==> src/rtl/mem_access_stage.sv <==
// mem_access_stage: MEM stage driving a req/ack data memory, stalling upstream while an access is outstanding
module mem_access_stage #(
  parameter int TIMEOUT_CYCLES = 255,
  parameter int CNT_W = 8
) (
  input  logic        clk,
  input  logic        rst,
  input  logic        inRegwrite,
  input  logic        inMemtoreg,
  input  logic        inMemwrite,
  input  logic        inMemread,
  input  logic [31:0] inResult,
  input  logic [31:0] inForward,
  input  logic [4:0]  inRdout,
  output logic        memReq,
  output logic        memWe,
  output logic [31:0] memAddr,
  output logic [31:0] memWdata,
  input  logic [31:0] memRdata,
  input  logic        memAck,
  output logic        stall,
  output logic        memErr,
  output logic        outRegwrite,
  output logic        outMemtoreg,
  output logic [31:0] outReadData,
  output logic [31:0] outResult,
  output logic [4:0]  MemWbRd
);
  typedef enum logic {IDLE, ACCESS} state_t;
  state_t state, state_nxt;
  logic [CNT_W-1:0] cnt;
  logic access, mis, go, done, tmo, squash;
  always_comb begin
    access    = inMemread | inMemwrite;
    mis       = (state == IDLE) & access & (inResult[1:0] != 2'b00);
    go        = (state == IDLE) & access & !mis;
    done      = (state == ACCESS) & memAck;
    tmo       = (state == ACCESS) & !memAck & (cnt == CNT_W'(TIMEOUT_CYCLES - 1));
    squash    = mis | tmo;
    stall     = go | ((state == ACCESS) & !memAck & !tmo);
    state_nxt = go ? ACCESS : (done | tmo) ? IDLE : state;
  end
  always_ff @(posedge clk) begin
    if (rst) state <= IDLE;
    else state <= state_nxt;
  end
  // stall doubles as the bubble condition for the MEM/WB register
  always_ff @(posedge clk) begin
    if (rst) begin
      cnt         <= '0;
      memReq      <= 1'b0;
      memWe       <= 1'b0;
      memAddr     <= '0;
      memWdata    <= '0;
      memErr      <= 1'b0;
      outRegwrite <= 1'b0;
      outMemtoreg <= 1'b0;
      outReadData <= '0;
      outResult   <= '0;
      MemWbRd     <= '0;
    end else begin
      if (go) begin
        memReq   <= 1'b1;
        memWe    <= inMemwrite;
        memAddr  <= inResult;
        memWdata <= inForward;
      end else if (done | tmo) memReq <= 1'b0;
      cnt         <= go ? '0 : ((state == ACCESS) && cnt != '1) ? cnt + 1'b1 : cnt;
      memErr      <= memErr | squash;
      outRegwrite <= !stall & !squash & inRegwrite;
      outMemtoreg <= !stall & inMemtoreg;
      outResult   <= stall ? '0 : inResult;
      MemWbRd     <= stall ? '0 : inRdout;
      outReadData <= (done & !memWe) ? memRdata : '0;
    end
  end
endmodule

==> config.mk <==
export PLATFORM = sky130hd
export DESIGN_NAME = mem_access_stage
export DESIGN_NICKNAME = d
export VERILOG_FILES = /design/src/rtl/mem_access_stage.sv
export SDC_FILE = /design/constraint.sdc
export NUM_CORES = 1
export LEC_CHECK = 0
export CAP_MARGIN = 20
export CORE_MARGIN = 1.5
export CORE_UTILIZATION = 43
export DETAILED_ROUTE_END_ITERATION = 6
export PLACE_DENSITY = 0.85
export SLEW_MARGIN = 10
export SYNTH_ARGS = -nofsm -noshare
export SYNTH_HDL_FRONTEND = slang
export SYNTH_SLANG_ARGS = --single-unit
==> constraint.sdc <==
create_clock -name clk -period 2.27 [get_ports clk]
set_input_delay 0.5675 -clock clk [delete_from_list [all_inputs] [get_ports clk]]
set_output_delay 0.5675 -clock clk [all_outputs]
set_load 0.01 [all_outputs]
==> flow_metrics.env <==
export IMPL_grt_overflow_total=0
export IMPL_syn_area_um2=4989
export IMPL_grtUsageTotal_pct=24.91
export IMPL_min_period_ns=2.128
export IMPL_status="finished, final reports clean"
export IMPL_fin_tns_setup_ns=0
export IMPL_fin_nets=858
export IMPL_initial_core_util_pct=43.88
export IMPL_drtAntennaViolNets=0
export IMPL_rsz0062_at_grt="false"
export IMPL_grtUsageMet3_pct=8.311
export IMPL_yosys_warnings=0
export IMPL_drv_cap=0
export IMPL_yosys_top_cells_count="dfxtp_1 (146), a21oi_1 (70), nand3_1 (67)"
export IMPL_drc_errors=0
export IMPL_synthTopCellsByArea="dfxtp_1 (59%), a21oi_1 (7.0%), nand3_1 (6.7%)"
export IMPL_grt_pass1_wl_mm=24.32
export IMPL_critPathCapture="memReq"
export IMPL_crit_path_end_kind="output pin"
export IMPL_worst_path_stages=2
export IMPL_clk_pin_slew_ns=0.05
export IMPL_synth_flop_cell="dfxtp_1"
export IMPL_cp_top_family="buffers and inverters"
export IMPL_critPathSlowestCell="clkdlybuf4s50_1"
export IMPL_rows=39
export IMPL_slowest_delay_ns=0.54
export IMPL_cts_sinks=146
export IMPL_portBuffers=246
export IMPL_routedWlPerCell_um=17.17
export IMPL_max_clock_freq_ghz=0.4700
export IMPL_powerDensity_nw_per_um2=781.4
export IMPL_fp_dieArea_um2=12260
export IMPL_criticalPathCategory="reg -> out"
export IMPL_finClkSkew_ns=0.005645
export IMPL_timing_final_crit_share_pct=93.72
export IMPL_instances_no_fill=903
export IMPL_r2r_start="memReq"
export IMPL_cts_htree_levels=4
export IMPL_drt_pass1_iterations=5
export IMPL_synth_most_common_cell="dfxtp_1"
export IMPL_io_pins=247
export IMPL_area_growth_pct=63.68
export IMPL_peakVddDrop_uv=692.7
export IMPL_netlist_cell_type_count=38
export IMPL_antenna_cells=0
export IMPL_p_total_w=0.006380
export IMPL_r2r_end="outResult[3]"
export IMPL_drv_slew=0
export IMPL_core_area_um2=11370
export IMPL_placedCellCount=871
export IMPL_grt_max_degree=68
export IMPL_die_w_um=110.7
export IMPL_hold_class="reg -> reg"
export IMPL_setup_viol=0
export IMPL_wirelength_mm=15.50
export IMPL_synth_top_area_cell="dfxtp_1"
export IMPL_cts_buffers=17
export IMPL_syn_nets=624
export IMPL_synthArstFlopShare_pct=0
export IMPL_path_max_fanout=9
export IMPL_post_dp_hpwl_mm=10.46
export IMPL_busiest_layer="met2"
export IMPL_via_per_inst=5.302
export IMPL_clk_latency_ns=0.42
export IMPL_grt_pass1_vias=4746
export IMPL_cts_tree="built"
export IMPL_relSlewSlack_pct=50.22
export IMPL_critPathLaunchType="flop"
export IMPL_ff2ff_path_depth=5
export IMPL_worst_pin_slew_ns=0.7468
export IMPL_synth_top_area_share_pct=58.59
export IMPL_cp_required_ns=1.70
export IMPL_die_y_um=110.7
export IMPL_gp_congestion=0.9092
export IMPL_antenna_found_initial=0
export IMPL_global_route_usage_met2_pct=44.16
export IMPL_synthCells=514
export IMPL_path_cells="buf_4 -> clkdlybuf4s50_1"
export IMPL_cts_root_buf="clkbuf_16"
export IMPL_leakagePower_nw=3.135
export IMPL_ys_ff_latch=146
export IMPL_whs_ns=0.4734
export IMPL_drt_iter0_markers=338
export IMPL_critPathLaunch="memReq"
export IMPL_avgSynthCellArea_um2=9.705
export IMPL_clk_path_buf_depth=2
export IMPL_drive_gt1_share_pct=7.368
export IMPL_grt_use_met1_pct=26.98
export IMPL_synth_enable_flop_cells=0
export IMPL_worstPathArrival_ns=1.56
export IMPL_ys_seq_area_share_pct=58.59
export IMPL_vias=4788
export IMPL_reg2reg_slack_ns=0.36
export IMPL_crit_buf_inv=2
export IMPL_hold_violations=0
## how the worst min path moves through the flow
stage | from | end | slack [ns] | depth (start not counted)
detailed placement | memAddr[1] | memAddr[1] | 0.46 | 1
global placement | memAddr[0] | memAddr[0] | 0.45 | 1
floorplan | cnt[1] | cnt[1] | 0.46 | 2
global route | memAddr[21] | memAddr[21] | 0.49 | 2
CTS | memWdata[29] | memWdata[29] | 0.47 | 2
finish | memWdata[29] | memWdata[29] | 0.47 | 2
## power by group
part	switching (W)	leakage (nW)	total, W	internal, W
logic	0.000327	1.63	0.000747	0.000420
registers	0.0000404	1.19	0.00270	0.00266
clock network	0.00102	0.309	0.00293	0.00191
total	0.00138	3.14	0.00638	0.00500
## final cells by class
type                            instances  area, µm²
Clock inverter                         10      156.4
Timing Repair Buffer                  263       2618
Inverter                                2      7.507
Clock buffer                           21      470.5
Multi-Input combinational cell        318       1810
Sequential cell                       146       2924
Fill cell                             774       3204
Tap cell                              143      178.9
## worst reg2reg max path, cell delays in order (launching register included)
cell	delay, ns
dfxtp_2	0.38
o21ba_4	0.26
buf_4	0.56
a21oi_4	0.19
buf_12	0.19
and3_1	0.22
## kinds of logic (layout without fill, tap and decap cells)
family	after synthesis	count (layout)	share of synthesized area, %
compound gates	149	149	16.18
fa+ha+maj	2	2	0.5016
buf+inv	50	296	5.443
flops	146	146	58.59
mux	1	1	0.2007
simple gates	166	166	19.09
## cells in the final DEF, fill, tap and decap left out, drive strengths merged
cell and instances:
clkdlybuf4s50 244, dfxtp 146, a21oi 71, nand3 67, o21ai 65, and3 42
and2 34, clkbuf 22, buf 18, clkinv 5, nand2 4, nor3 4
bufinv 4, nor2 4, a211oi 3, inv 2, nand4 2, and3b 2
and4 2, a21o 2, ha 2, o21ba 1, nor2b 1, or2 1
o21bai 1, and4bb 1, a31oi 1, o2111ai 1, o31ai 1, o311a 1
a211o 1, mux2i 1, nor3b 1, nor4b 1, a41oi 1, clkinvlp 1
## registers in the layout, summed over array words and instances (netlist names)
signal	cells
memAddr	32
memWdata	32
outReadData	32
outResult	32
cnt	8
MemWbRd	5
memErr	1
memReq	1
memWe	1
outMemtoreg	1
outRegwrite	1
## stage by stage
stage | instance area [µm²] | worst slack (ns) | util [%]
final | 8165 | 0.1425 | 71.82
after global routing | 8165 | 0.07979 | 71.82
after CTS | 8160 | 0.001344 | 71.77
after detailed placement | 7535 | -0.2526 | 66.27
after global placement | 7535 | -0.2631 | 66.27
after floorplan | 4989 | 0.4233 | -
## what timing repair did
action | 4_1_cts | 5_1_grt
setup buffers | 0 | 1
gates cloned | 0 | 0
endpoints found under the setup margin | 1 | 2
resized for setup | 1 | 3
pin swaps | 0 | 1
hold buffers | 0 | 0
## per-layer routing
layer	vias to the layer above	share of wire, %
met3	34	7.6
met1	2259	39
met2	221	51
met4	0	2.5
met5	-	0
li1	2274	-
Power figures use the tool's default switching activity.
